[src/rtl/tx_arbiter.sv]
// Arbitrates one TX serializer between the prefetch and scheduler requesters,
// and tracks which requester owns each outstanding RX reply (2-entry FIFO).
module tx_arbiter #(
    parameter int NSHIFT   = 2,
    parameter int CMD_BITS = 2
) (
    input  logic                clk,
    input  logic                rst_n,

    input  logic                pf_req,
    input  logic [CMD_BITS-1:0] pf_cmd,
    input  logic                pf_reply,
    input  logic [NSHIFT-1:0]   pf_data,
    output logic                pf_grant,
    output logic                pf_data_next,

    input  logic                sc_req,
    input  logic [CMD_BITS-1:0] sc_cmd,
    input  logic                sc_reply,
    input  logic [NSHIFT-1:0]   sc_data,
    input  logic                sc_reserve,
    output logic                sc_grant,
    output logic                sc_data_next,

    output logic                tx_command_valid,
    output logic [CMD_BITS-1:0] tx_command,
    output logic [NSHIFT-1:0]   tx_data,
    input  logic                tx_command_started,
    input  logic                tx_data_next,
    input  logic                tx_done,

    input  logic                rx_done,
    output logic                reply_to_pf,
    output logic                reply_to_sc,
    output logic                busy,
    output logic                reply_err
);

    typedef enum logic [1:0] {
        IDLE  = 2'd0,
        PF_TX = 2'd1,
        SC_TX = 2'd2
    } state_t;

    state_t     state_q, state_d;
    logic [1:0] fifo_q, fifo_d;      // owner bits, entry 0 is the head; 1 = scheduler
    logic [1:0] count_q, count_d;
    logic       reply_err_q, reply_err_d;

    logic       pf_slot, sc_slot;
    logic       sel_pf, sel_sc;
    logic       start, push, pop;
    logic [1:0] count_after_pop;

    // Selection is gated by rst_n so nothing is offered while reset is held.
    always_comb begin
        pf_slot = !pf_reply || (count_q != 2'd2);
        sc_slot = !sc_reply || (count_q != 2'd2);
        sel_sc  = rst_n && (state_q == IDLE) && sc_req && sc_slot;
        sel_pf  = rst_n && (state_q == IDLE) && pf_req && !sc_req && !sc_reserve && pf_slot;
        start   = (sel_sc || sel_pf) && tx_command_started;
        push    = start && (sel_sc ? sc_reply : pf_reply);
        pop     = rx_done && (count_q != 2'd0);
    end

    always_comb begin
        state_d = state_q;
        case (state_q)
            IDLE: begin
                if (sel_sc && tx_command_started)      state_d = SC_TX;
                else if (sel_pf && tx_command_started) state_d = PF_TX;
            end
            PF_TX, SC_TX: begin
                if (tx_done) state_d = IDLE;
            end
            default: state_d = IDLE;
        endcase
    end

    // Pop shifts the head out first, so a simultaneous push lands behind any survivor.
    always_comb begin
        fifo_d          = fifo_q;
        count_after_pop = count_q - {1'b0, pop};
        if (pop) begin
            fifo_d[0] = fifo_q[1];
            fifo_d[1] = 1'b0;
        end
        if (push) begin
            if (count_after_pop == 2'd1) fifo_d[1] = sel_sc;
            else                         fifo_d[0] = sel_sc;
        end
        count_d     = count_after_pop + {1'b0, push};
        reply_err_d = reply_err_q || (rx_done && (count_q == 2'd0));
    end

    always_ff @(posedge clk or negedge rst_n) begin
        if (!rst_n) begin
            state_q     <= IDLE;
            fifo_q      <= '0;
            count_q     <= '0;
            reply_err_q <= 1'b0;
        end else begin
            state_q     <= state_d;
            fifo_q      <= fifo_d;
            count_q     <= count_d;
            reply_err_q <= reply_err_d;
        end
    end

    always_comb begin
        tx_command_valid = sel_sc || sel_pf;
        if (sel_sc)      tx_command = sc_cmd;
        else if (sel_pf) tx_command = pf_cmd;
        else             tx_command = '0;

        pf_grant = sel_pf && tx_command_started;
        sc_grant = sel_sc && tx_command_started;

        case (state_q)
            PF_TX:   tx_data = pf_data;
            SC_TX:   tx_data = sc_data;
            default: tx_data = '0;
        endcase
        pf_data_next = (state_q == PF_TX) && tx_data_next;
        sc_data_next = (state_q == SC_TX) && tx_data_next;

        reply_to_pf = (count_q != 2'd0) && !fifo_q[0];
        reply_to_sc = (count_q != 2'd0) &&  fifo_q[0];
        busy        = (state_q != IDLE);
        reply_err   = reply_err_q;
    end

endmodule

[config.mk]
export PLATFORM = sky130hd
export DESIGN_NAME = tx_arbiter
export DESIGN_NICKNAME = d
export VERILOG_FILES = /design/src/rtl/tx_arbiter.sv
export SDC_FILE = /design/constraint.sdc
export NUM_CORES = 1
export LEC_CHECK = 0
export BUFFER_PORTS_ARGS = -buffer_cell sky130_fd_sc_hd__clkbuf_2
export CAP_MARGIN = 5
export CORE_MARGIN = 5
export CORE_UTILIZATION = 41
export CTS_BUF_LIST = sky130_fd_sc_hd__clkbuf_8
export DETAILED_ROUTE_END_ITERATION = 10
export GPL_ROUTABILITY_DRIVEN = 0
export PLACE_DENSITY_LB_ADDON = 0.12
export SETUP_SLACK_MARGIN = 0.3
export SLEW_MARGIN = 20
export SYNTH_ARGS = -nofsm -noshare
export SYNTH_HDL_FRONTEND = slang
export SYNTH_SLANG_ARGS = --single-unit
[constraint.sdc]
create_clock -name clk -period 1.5 [get_ports clk]
set_input_delay 0.075 -clock clk [delete_from_list [all_inputs] [get_ports clk]]
set_output_delay 0.075 -clock clk [all_outputs]
set_load 0.005 [all_outputs]
; ---- Word level (Yosys, flattened, before mapping)
; Index checks and enable logic that the tools add are counted.
[op_classes]
n_addsub = 2
eq_ne = 6
n_mux = 12
n_reduce_logical = 32
[op_table]
columns = op, n
row1 = $logic_and A1 B1 Y1, 17
row2 = $mux W2, 7
row3 = $pmux W2 S2, 2
row4 = $logic_not A1 Y1, 5
row5 = $eq A2 B1 Y1 const B, 2
row6 = $logic_not A2 Y1, 2
row7 = $logic_or A1 B1 Y1, 4
row8 = $ne A2 B2 Y1 const B, 2
row9 = $reduce_bool A2 Y1, 2
row10 = $mux W1, 3
row11 = $ne A3 B3 Y1 const B, 1
row12 = $add A2 B1 Y2, 1
row13 = $eq A2 B2 Y1 const B, 1
row14 = $reduce_and A2 Y1, 1
row15 = $reduce_or A2 Y1, 1
row16 = $sub A2 B1 Y2, 1
[word_totals]
ff_bits = 7
in_bits = 19
output_inout_bits = 13
wordCells = 56

; ---- Longest topological paths before layout
; Gate-level depths: netlist of run 1.
[depth]
ltp_word = 10
ltp_mapped = 7
depth_no_buf = 7

; ---- Least setup slack after synthesis of run 1
; No wires, ideal clock.
[synth_path]
kind = reg2reg
start = register count_q[0]
end = register count_q[1]
setup_time_ns = 0.135
arrival_time_ns = 1.459
required_time_ns = 1.365
slack_ns = -0.094
stages_incl_launch_ff = 7
path_buffers = 0
synth_period_minus_slack_ns = 1.594
path_cell_list = dfrtp_1 -> o21ai_0 -> inv_1 -> ha_1 -> inv_1 -> ha_1 -> xor2_1
[synth_via]
elab_chain_len = 7
[synth_lines]
columns = item, line
row1 = from (decl), 47  ; logic [1:0] count_q, count_d;
row2 = from (signal assigned), 105  ; count_q <= count_d;
row3 = $ne A2 B2 Y1, "57, 58"
row4 = $logic_or A1 B1 Y1 (on tied branches), "58, 57"
row5 = $logic_and A1 B1 Y1 (on tied branches), "59, 60"
row6 = $logic_or A1 B1 Y1, 61  ; start = (sel_sc || sel_pf) && tx_command_started;
row7 = $logic_and A1 B1 Y1, 61
row8 = $logic_and A1 B1 Y1, 62  ; push = start && (sel_sc ? sc_reply : pf_reply);
row9 = $add A2 B1 Y2 *, 92  ; count_d = count_after_pop + {1'b0, push};
row10 = via count_d[1], 47
; The timed path passes the listed nets; every way through them passes the cells marked *.
; A chain may end at the register's enable or synchronous reset.

; ---- Final worst setup path of run 1
[layout_path]
start = register count_q[1]
end = register fifo_q[1]
[layout_via]
elab_chain_len = 7
[layout_lines]
columns = item, line
row1 = "parallel branches: the longest is 6 deep, another holds $sub A2 B1 Y2", --
row2 = $mux W2 *, 88  ; if (push) begin
row3 = via fifo_d[1], 46  ; logic [1:0] fifo_q, fifo_d;
row4 = to (signal assigned), 104  ; fifo_q <= fifo_d;
row5 = to (decl), 46
; Mark *: on every way through the listed nets, which the timed path passes.

==> results of run 1 <==
## power by group
group / leakage [nW] / total, W / internal [W] / switching [W]
registers: 0.0855 / 0.000319 / 0.000248 / 0.0000705
logic: 0.448 / 0.00132 / 0.000733 / 0.000592
clock network: 0.0269 / 0.000267 / 0.000178 / 0.0000897
total: 0.560 / 0.00191 / 0.00116 / 0.000752
## cell type report
class | instances | share of cell area
flip-flops and latches | 7 | 0.1558
clock inverters | 1 | 0.003315
well taps | 15 | 0.01657
repair buffers | 49 | 0.2928
multi-input cells | 50 | 0.4718
inverters | 7 | 0.02320
clock buffers | 3 | 0.03646
## worst min path at each step
| stage | startpoint | slack [ps] | endpoint | cells past startpoint |
|---|---|---|---|---|
| 4_1_cts | rx_done | 90 | reply_err$_DFF_PN0_ | 2 |
| 2_1_floorplan | rst_n | -220 | count_q[0]$_DFF_PN0_ | 0 |
| 3_3_place_gp | rst_n | 60 | count_q[0]$_DFF_PN0_ | 2 |
| 5_1_grt | rx_done | 130 | reply_err$_DFF_PN0_ | 2 |
| 3_5_place_dp | rst_n | 50 | count_q[0]$_DFF_PN0_ | 2 |
| 6_report | rx_done | 120 | reply_err$_DFF_PN0_ | 2 |
## placed cells by master, fill, tap and decap left out, types with 2 or more instances in the layout
master	instances
sky130_fd_sc_hd__nand3_1	2
sky130_fd_sc_hd__a22o_1	2
sky130_fd_sc_hd__clkbuf_8	3
sky130_fd_sc_hd__a22oi_2	2
sky130_fd_sc_hd__buf_6	9
sky130_fd_sc_hd__dfrtp_1	6
sky130_fd_sc_hd__ha_4	4
sky130_fd_sc_hd__nor2_1	4
sky130_fd_sc_hd__clkbuf_2	26
sky130_fd_sc_hd__buf_4	10
sky130_fd_sc_hd__nor2b_1	3
sky130_fd_sc_hd__and2_4	3
sky130_fd_sc_hd__buf_2	3
sky130_fd_sc_hd__mux2i_1	3
sky130_fd_sc_hd__inv_2	4
sky130_fd_sc_hd__nand2_1	5
sky130_fd_sc_hd__inv_1	4
## stage by stage
step	instance area (µm²)	setup WS, ps	hold WS (ps)	std cells
6_report	1132	-174.7	122.7	132
3_5_place_dp	837.1	36.61	52.05	114
2_1_floorplan	633.1	96.17	-220.6	64
3_3_place_gp	837.1	29.33	58.76	114
5_1_grt	1132	-225.5	132.1	132
4_1_cts	1051	-132.8	88.71	129
## registers in the layout, summed over array words and instances (netlist names)
signal     count
count_q        2
fifo_q         2
state_q        2
reply_err      1
## logic make-up after synthesis
kind of cell             Yosys count  synth area share
AND/OR/NAND/NOR                   28            0.2830
XOR/XNOR                           2           0.02936
flip-flops                         7            0.2935
AO/OA/AOI/OAI                     12            0.1950
adder cells (fa/ha/maj)            5            0.1048
buffers and inverters              7           0.04403
multiplexers                       3           0.05032
## timing repair
item,CTS,global route
hold buffers,1,0
pin swaps,4,6
hold endpoints to repair,7,0
buffers inserted,10,3
cloned,0,0
setup endpoints to repair,16,18
resized for setup,19,16
## metal layers
layer | part of all wire | up-vias | GRT usage
met3 | 0.065 | 4 | 0.06642
li1 | - | 331 | -
met5 | 0 | - | 0
met1 | 0.39 | 349 | 0.2287
met2 | 0.53 | 34 | 0.3281
met4 | 0.013 | 0 | 0.04839
## synthesized netlist by cell type, types with 2 or more instances
| cell | instances |
|---|---|
| sky130_fd_sc_hd__dfrtp_1 | 7 |
| sky130_fd_sc_hd__inv_1 | 7 |
| sky130_fd_sc_hd__nand2_1 | 6 |
| sky130_fd_sc_hd__ha_1 | 5 |
| sky130_fd_sc_hd__nor2_1 | 4 |
| sky130_fd_sc_hd__mux2i_1 | 3 |
| sky130_fd_sc_hd__nand3_1 | 3 |
| sky130_fd_sc_hd__nor2b_1 | 3 |
| sky130_fd_sc_hd__a22o_1 | 2 |
| sky130_fd_sc_hd__a22oi_1 | 2 |
| sky130_fd_sc_hd__and2_1 | 2 |
| sky130_fd_sc_hd__o21ai_0 | 2 |
| sky130_fd_sc_hd__xor2_1 | 2 |
==> out/results.txt, run 1 <==
The flow ran to the end, but the final reports show violations. The global-route wire length before repair is 3132 µm, and the net total in the final layout is 142. The biggest area consumer among synthesized cells was sky130_fd_sc_hd__dfrtp_1. After synthesis the cells add up to 596.8 µm². After technology mapping, the gate count stands at 64. The total overflow left after global routing is 0. After detailed routing, the total wire length is 2083 µm. The final total negative setup slack was -977.0 ps; the number of buffers and inverters on the critical path was 3. The number of pins exceeding their max-slew limit in the final report came out at 0.

The period utilization came out at 1.116. TritonCTS built the clock tree. Counting buffers and inverters, the worst setup path is 9 cells deep.

Die height: 48.16 µm. The relative area change from synthesis to final layout is 89.73%, and the data required time of the critical path is 1600 ps. The detailed router finished its first iteration with 26 violations. The run gives 3 as the number of buffers created by CTS. Type of the tightest min-delay check: in2reg.

For this run, the number of Yosys warnings is 0. Power comes to 0.001910 W. The number of antenna violations at the first check in global routing was 0. After detailed routing, the number of remaining DRC violations is 0. The tools report the root cell of the clock tree as sky130_fd_sc_hd__clkbuf_8. The nature of the critical path startpoint was a flip-flop. The number of nets in the synthesized netlist is 88. The logs give 7 for the CTS sink count and 0.2935 for the sequential-to-total area share from yosys stat. The flip-flop cell with the highest count after synthesis was sky130_fd_sc_hd__dfrtp_1. Class of the most critical setup path: reg2reg. The top cell type's share of synthesized area was 0.2935. Max-cap violations in this run came to 0. The highest ir drop seen on vdd came out at 0.0009862 V.

Leakage power summed over all cells: 0.5601 nW. The peak per-stage delay on the critical path was 400 ps; the starting utilization of the core area was 0.4475. The minimum clock period after layout is 1675 ps. In the final layout, the multi-input gates occupy 534.3 µm².

Yosys mapped a number of flops with a built-in enable equal to 0. Share of cells above drive strength 1: 0.6838. The tools report the nature of the critical path endpoint as a flip-flop. The number of cells on the worst reg-to-reg path is 9.

Following the worst setup path forward leads to its endpoint at fifo_q[1]$_DFF_PN0_. The area of the core was 0.001334 mm². Dividing the detail-routed wire length by the instance count gives 15.78 µm. The synthesized design contains 7 register bits. Setup violations remaining at the end of the flow were counted as 9. The distinct cell type count of the synthesized netlist was 29; the insertion delay to the later sink of the worst-skew pair was 230 ps. Setup repair after global routing could not meet its margin everywhere. The kind of cell adding the most delay to the critical path is flip-flops. For this design the top-level I/O count stands at 32.

Summed over all nets, the half-perimeter wirelength after detailed placement is 1240 µm. On the final layout, the worst clock skew is 1.429 ps. Traced cell by cell, the critical path runs through buf_4 -> buf_6 -> o21ai_4 -> inv_2 -> ha_4 -> xor2_4 -> nor2_1 -> nand2_1 -> mux2i_1.

The per-cell via count in the routed design was 5.439. The tools report the capture point of the worst reg-to-reg path as fifo_q[1]$_DFF_PN0_. Based on the critical path, the design can be clocked at up to 0.5971 GHz. Each instance of the synthesized netlist takes up on average 9.325 µm². The die span in x was 48.16 µm; the total inserted antenna cells was 0. For the utilization after layout, the log shows 0.8490. In this run the critical register-to-register path is launched from count_q[1]$_DFF_PN0_. The die area came out at 0.002319 mm². Entering global routing, the biggest net connects 8 pins.

For the register cell area after layout, the log shows 176.4 µm². In this run the worst path has a maximum fanout of 3. Number of hold violations in the final report: 0. Max-slew headroom at the worst pin: 0.7566.

The share of synthesized flip-flops with an asynchronous set or reset is 1.000, and the standard-cell row count is 13. The number of port buffers is 31, and the final worst setup slack is -174.7 ps. Number of fill cells: 77. STA puts the critical path data arrival time at 1770 ps. The clock slew at the register clock pins of the worst setup and hold paths was 40 ps; the antenna violation net count after detailed routing was 0.

The start point of the critical path is count_q[1]$_DFF_PN0_. The first TritonRoute pass finished after 4 iterations. The via count of the first global-routing pass is 747, and the number of vias after detailed routing is 718. Global-route total usage across every layer: 0.1922. The actual slew at the worst max-slew pin was 363.9 ps. The final reports fail on negative setup slack. The logs give 2 for the deepest clock path buffer count and -170 ps for the register-to-register setup slack.

Among all stages on the critical path, the largest delay is contributed by sky130_fd_sc_hd__dfrtp_1. For the H-tree depth, the log shows 1. Sorting the synthesized cells by area gives the leading types as sky130_fd_sc_hd__dfrtp_1 29%, sky130_fd_sc_hd__ha_1 10%, sky130_fd_sc_hd__mux2i_1 5.0%. In this run the power density over the cells is 1687 mW/mm².
No activity file was read; power rests on OpenSTA's default activity.
==> inputs of run 2 (changes only) <==
--- a/config.mk
+++ b/config.mk
@@ -5,9 +5,9 @@
 export SDC_FILE = /design/constraint.sdc
 export NUM_CORES = 1
 export LEC_CHECK = 0
+export ABC_AREA = 1
 export BUFFER_PORTS_ARGS = -buffer_cell sky130_fd_sc_hd__clkbuf_2
 export CAP_MARGIN = 5
-export CORE_MARGIN = 5
 export CORE_UTILIZATION = 41
 export CTS_BUF_LIST = sky130_fd_sc_hd__clkbuf_8
 export DETAILED_ROUTE_END_ITERATION = 10
==> out/results.txt, run 2 <==
The flow ran to the end, but the final reports show violations. The final reports fail on negative setup slack. For the number of buffers created by CTS, the log shows 3 (unchanged). The number of cell instances on the worst register-to-register path was 10 (+1); the data arrival time of the critical path was 1680 ps (-90 ps).

The run gives 13 (unchanged) as the standard-cell row count. The area of the core came out at 0.001334 mm² (unchanged). The net total in the final layout is 180 (+27%). TritonCTS built the clock tree.

The CTS sink count was 7 (unchanged). In this run the worst hold path is classified as in2reg. The number of nets produced by synthesis came out at 119 (+35%).

The share of synthesized flip-flops with an asynchronous set or reset is 1.000 (unchanged). Deepest clock path buffer count: 2 (unchanged). Of all cell types, the one taking the most synthesized area is sky130_fd_sc_hd__dfrtp_1. The number of cells on the worst hold path works out to 3 (+1). The post-synthesis cell count is 95 (+48%), and the die height is 40.39 µm (-16%). The starting utilization of the core area is 0.4531 (+0.005629). Leaving out fill and tap cells, the most frequent cells in the layout are 26 x sky130_fd_sc_hd__clkbuf_2, 15 x sky130_fd_sc_hd__inv_1, 15 x sky130_fd_sc_hd__buf_4. The minimum clock period after layout came out at 1755 ps (+80.48 ps). Counting instances in the post-synthesis netlist gives the leading cell types as 26 x sky130_fd_sc_hd__nand2_1, 20 x sky130_fd_sc_hd__inv_1, 11 x sky130_fd_sc_hd__nand3_1. Among all flip-flop cells after synthesis, the most frequent one is sky130_fd_sc_hd__dfrtp_1. The relative area change from synthesis to final layout was 103.1%.

The global-route met2 utilization was 0.5794 (+0.2512); the number of vias after detailed routing was 985 (+37%). The peak-usage layer in the global routing report is met2. By area the synthesized netlist is led by sky130_fd_sc_hd__dfrtp_1 29%, sky130_fd_sc_hd__nand2_1 16%, sky130_fd_sc_hd__inv_1 12%. The share of cells above drive strength 1 came out at 0.6581 (-0.02570). Final standard cell area without fillers: 0.001227 mm² (+8.4%).

The post-route clock skew came out at 3.499 ps (+2.070 ps). The tools report the final-report setup violation count as 13 (+4). The tools report the H-tree depth as 1 (unchanged).

The clock slew at the register clock pins of the worst setup and hold paths was 40 ps (about the same). The logs give 604.3 µm² (+1.3%) for the post-synth design cell area and 55 (-29%) for the number of fill cells. The run gives 0 (unchanged) as the post-detailed-route DRC marker count. The number of port buffers was 31 (unchanged). The tools report the warning count from the yosys run as 0 (unchanged). Count of pins on the block boundary: 32 (unchanged). The logs give 0.002333 W (+22%) for the post-layout total power and 0.6828 nW (+22%) for the leakage power summed over all cells.

The worst hold path terminates at reply_err$_DFF_PN0_. The maximum number of pins on one net before global-route repair is 8 (unchanged), and the die span in x is 40.39 µm (-16%). For the number of antenna violations at the first check in global routing, the log shows 0 (unchanged).

The tools report the via count of the first global-routing pass as 773 (+3.5%). Setup repair after global routing could not meet its margin everywhere. The total cell area at the placement stage came out at 910.9 µm² (+8.8%). The worst setup path is launched from a flip-flop. The overflow left after global routing was 0 (unchanged); the critical-path maximum fanout was 2 (-1). The detailed placement HPWL came out at 1312 µm (+5.8%).

The wire length per cell works out to 19.43 µm (+23%). The antenna violation net count after detailed routing came out at 0 (unchanged). The run gives 230 ps (about the same) as the insertion delay to the later sink of the worst-skew pair. DRC marker count from the first detailed-route iteration: 66 (+150%). The logs give 0.5697 GHz (-4.6%) for the fmax and 0 (unchanged) for the number of hold violations in the final report. The count of flip-flops with a built-in enable after synthesis was 0 (unchanged); the number of maximum-capacitance violations was 0 (unchanged).

The number of register bits inferred by synthesis is 7 (unchanged). The most common cell in the synthesized netlist is sky130_fd_sc_hd__nand2_1. Highest ir drop seen on vdd: 0.001384 V (+40%). The actual slew at the worst max-slew pin is 225.1 ps (-138.8 ps). By startpoint and endpoint, the worst setup path is classified as reg2out. For the total inserted antenna cells, the log shows 0 (unchanged). Per-cell via count in the routed design: 5.794 (+6.5%).

The synthesized area per cell works out to 6.361 µm² (-32%). The post-detailed-routing wire length was 3303 µm (+59%). In the final layout, the registers with the most flip-flops are count_q (2), fifo_q (2), state_q (2). The worst hold path begins at rx_done. The worst register-to-register path ends at count_q[1]$_DFF_PN0_.

Die area: 0.001631 mm² (-30%). The launch instance of the worst register-to-register path is state_q[0]$_DFFE_PN0P_. The distinct cell type count of the synthesized netlist came out at 15 (-48%). The max-slew headroom at the worst pin came out at 0.8494 (+0.09278). The global-route wire length before repair came out at 3256 µm (+4.0%). The final worst setup slack came out at -255.2 ps (-80.48 ps). The tools report the nature of the critical path endpoint as an output port.

The number of search-and-repair iterations in the first detailed-routing pass is 4 (unchanged). The tree is rooted in a sky130_fd_sc_hd__clkbuf_8. The period utilization is 1.170 (+0.05366). The run gives 0.3111 (+0.1190) as the global-route total usage across every layer. The met1 usage in global routing is 0.3322 (+0.1035), and the data required time of the critical path is 1420 ps (-180 ps). The number of pins exceeding their max-slew limit in the final report was 0 (unchanged); the sequential-to-total area share from yosys stat was 0.2899 (-0.003646). The power per cell area is 1900 mW/mm² (+13%).

Leaving out fill and tap cells, the most frequent cell in the layout is sky130_fd_sc_hd__clkbuf_2. The top cell type's share of synthesized area was 0.2899 (-0.003646); the met3 track utilization from global routing was 0.05556 (-0.01087). Register-to-register setup slack: -200 ps (-30 ps).
==> run 2: changes by cell type in the layout (fill, tap and decap cells not counted), sizes merged, moves of 2 or more <==
cell	previous run	this run
buf	22	29
and2	3	0
a22o	2	0
a21oi	0	2
nand2	6	30
nor2	4	10
mux2i	3	0
nor2b	4	0
nand3	3	11
a22oi	2	0
inv	8	22
==> run 2: worst max-delay path, cell delays in order, from the launching register on <==
cell and delay (ps):
sky130_fd_sc_hd__dfrtp_1 400, sky130_fd_sc_hd__inv_2 100, sky130_fd_sc_hd__ha_4 150, sky130_fd_sc_hd__nand2_4 60, sky130_fd_sc_hd__nor2_2 110, sky130_fd_sc_hd__nand4_1 160, sky130_fd_sc_hd__buf_4 190, sky130_fd_sc_hd__inv_1 120
sky130_fd_sc_hd__clkbuf_2 160
==> run 2: final cells by class <==
class / instances / area (µm²) / area share
multi-input combinational: 67 / 530.5 / 0.4322
timing repair buffer: 56 / 379.1 / 0.3089
sequential: 7 / 175.2 / 0.1427
inverter: 21 / 78.83 / 0.06422
clock buffer: 3 / 41.29 / 0.03364
tap: 15 / 18.77 / 0.01529
clock inverter: 1 / 3.754 / 0.003058
==> run 2: worst max-delay path by stage <==
stage                      startpoint                    to  slack [ps]  cells after the start
2_1_floorplan  state_q[1]$_DFFE_PN0P_  count_q[1]$_DFF_PN0_         -30                     12
3_3_place_gp     count_q[1]$_DFF_PN0_   fifo_q[1]$_DFF_PN0_          -6                     11
3_5_place_dp   state_q[1]$_DFFE_PN0P_  count_q[1]$_DFF_PN0_         -50                     11
4_1_cts        state_q[0]$_DFFE_PN0P_              pf_grant         -20                      8
5_1_grt        state_q[0]$_DFFE_PN0P_              pf_grant        -380                      8
6_report       state_q[0]$_DFFE_PN0P_              pf_grant        -260                      8
==> run 2: cell families after synthesis <==
logic type / Yosys count / share of synthesized area
buf+inv: 21 / 0.1304
simple gates: 54 / 0.3996
flops: 7 / 0.2899
xor+xnor: 1 / 0.01450
compound gates: 7 / 0.06212
fa+ha+maj: 5 / 0.1035
==> run 2: per-layer routing <==
| metal | share of wire | up-vias |
|---|---|---|
| met5 | 0 | - |
| met4 | 0.061 | 0 |
| met3 | 0.10 | 32 |
| met2 | 0.48 | 89 |
| met1 | 0.35 | 446 |
| li1 | - | 418 |
==> run 2: power by group <==
part           switching (W)  internal [W]  total [W]
clock              0.0000871      0.000177   0.000264
combinational       0.000910      0.000823    0.00173
sequential         0.0000784      0.000257   0.000335
total                0.00108       0.00126    0.00233
==> run 2: timing repair <==
item                                    CTS  global route
setup buffers                             6             3
hold buffers                              1             0
endpoints found under the setup margin   15            18
hold endpoints to repair                  7             0
gates resized for setup                  29            31
pin swaps                                21            11
==> run 2: through the flow <==
stage                     setup TNS [ps]    util  setup WS, ps  hold slack (ps)  cells
after floorplan                   -50.21       -        -32.38           -220.6     95
after global placement            -5.601  0.6829        -5.601            32.02    156
after detailed placement          -68.03  0.6829        -54.90            28.12    156
after CTS                         -40.44  0.8396        -20.75            140.7    167
after global routing               -3046  0.9203        -378.9            208.3    170
final                              -1565  0.9203        -255.2            192.0    170
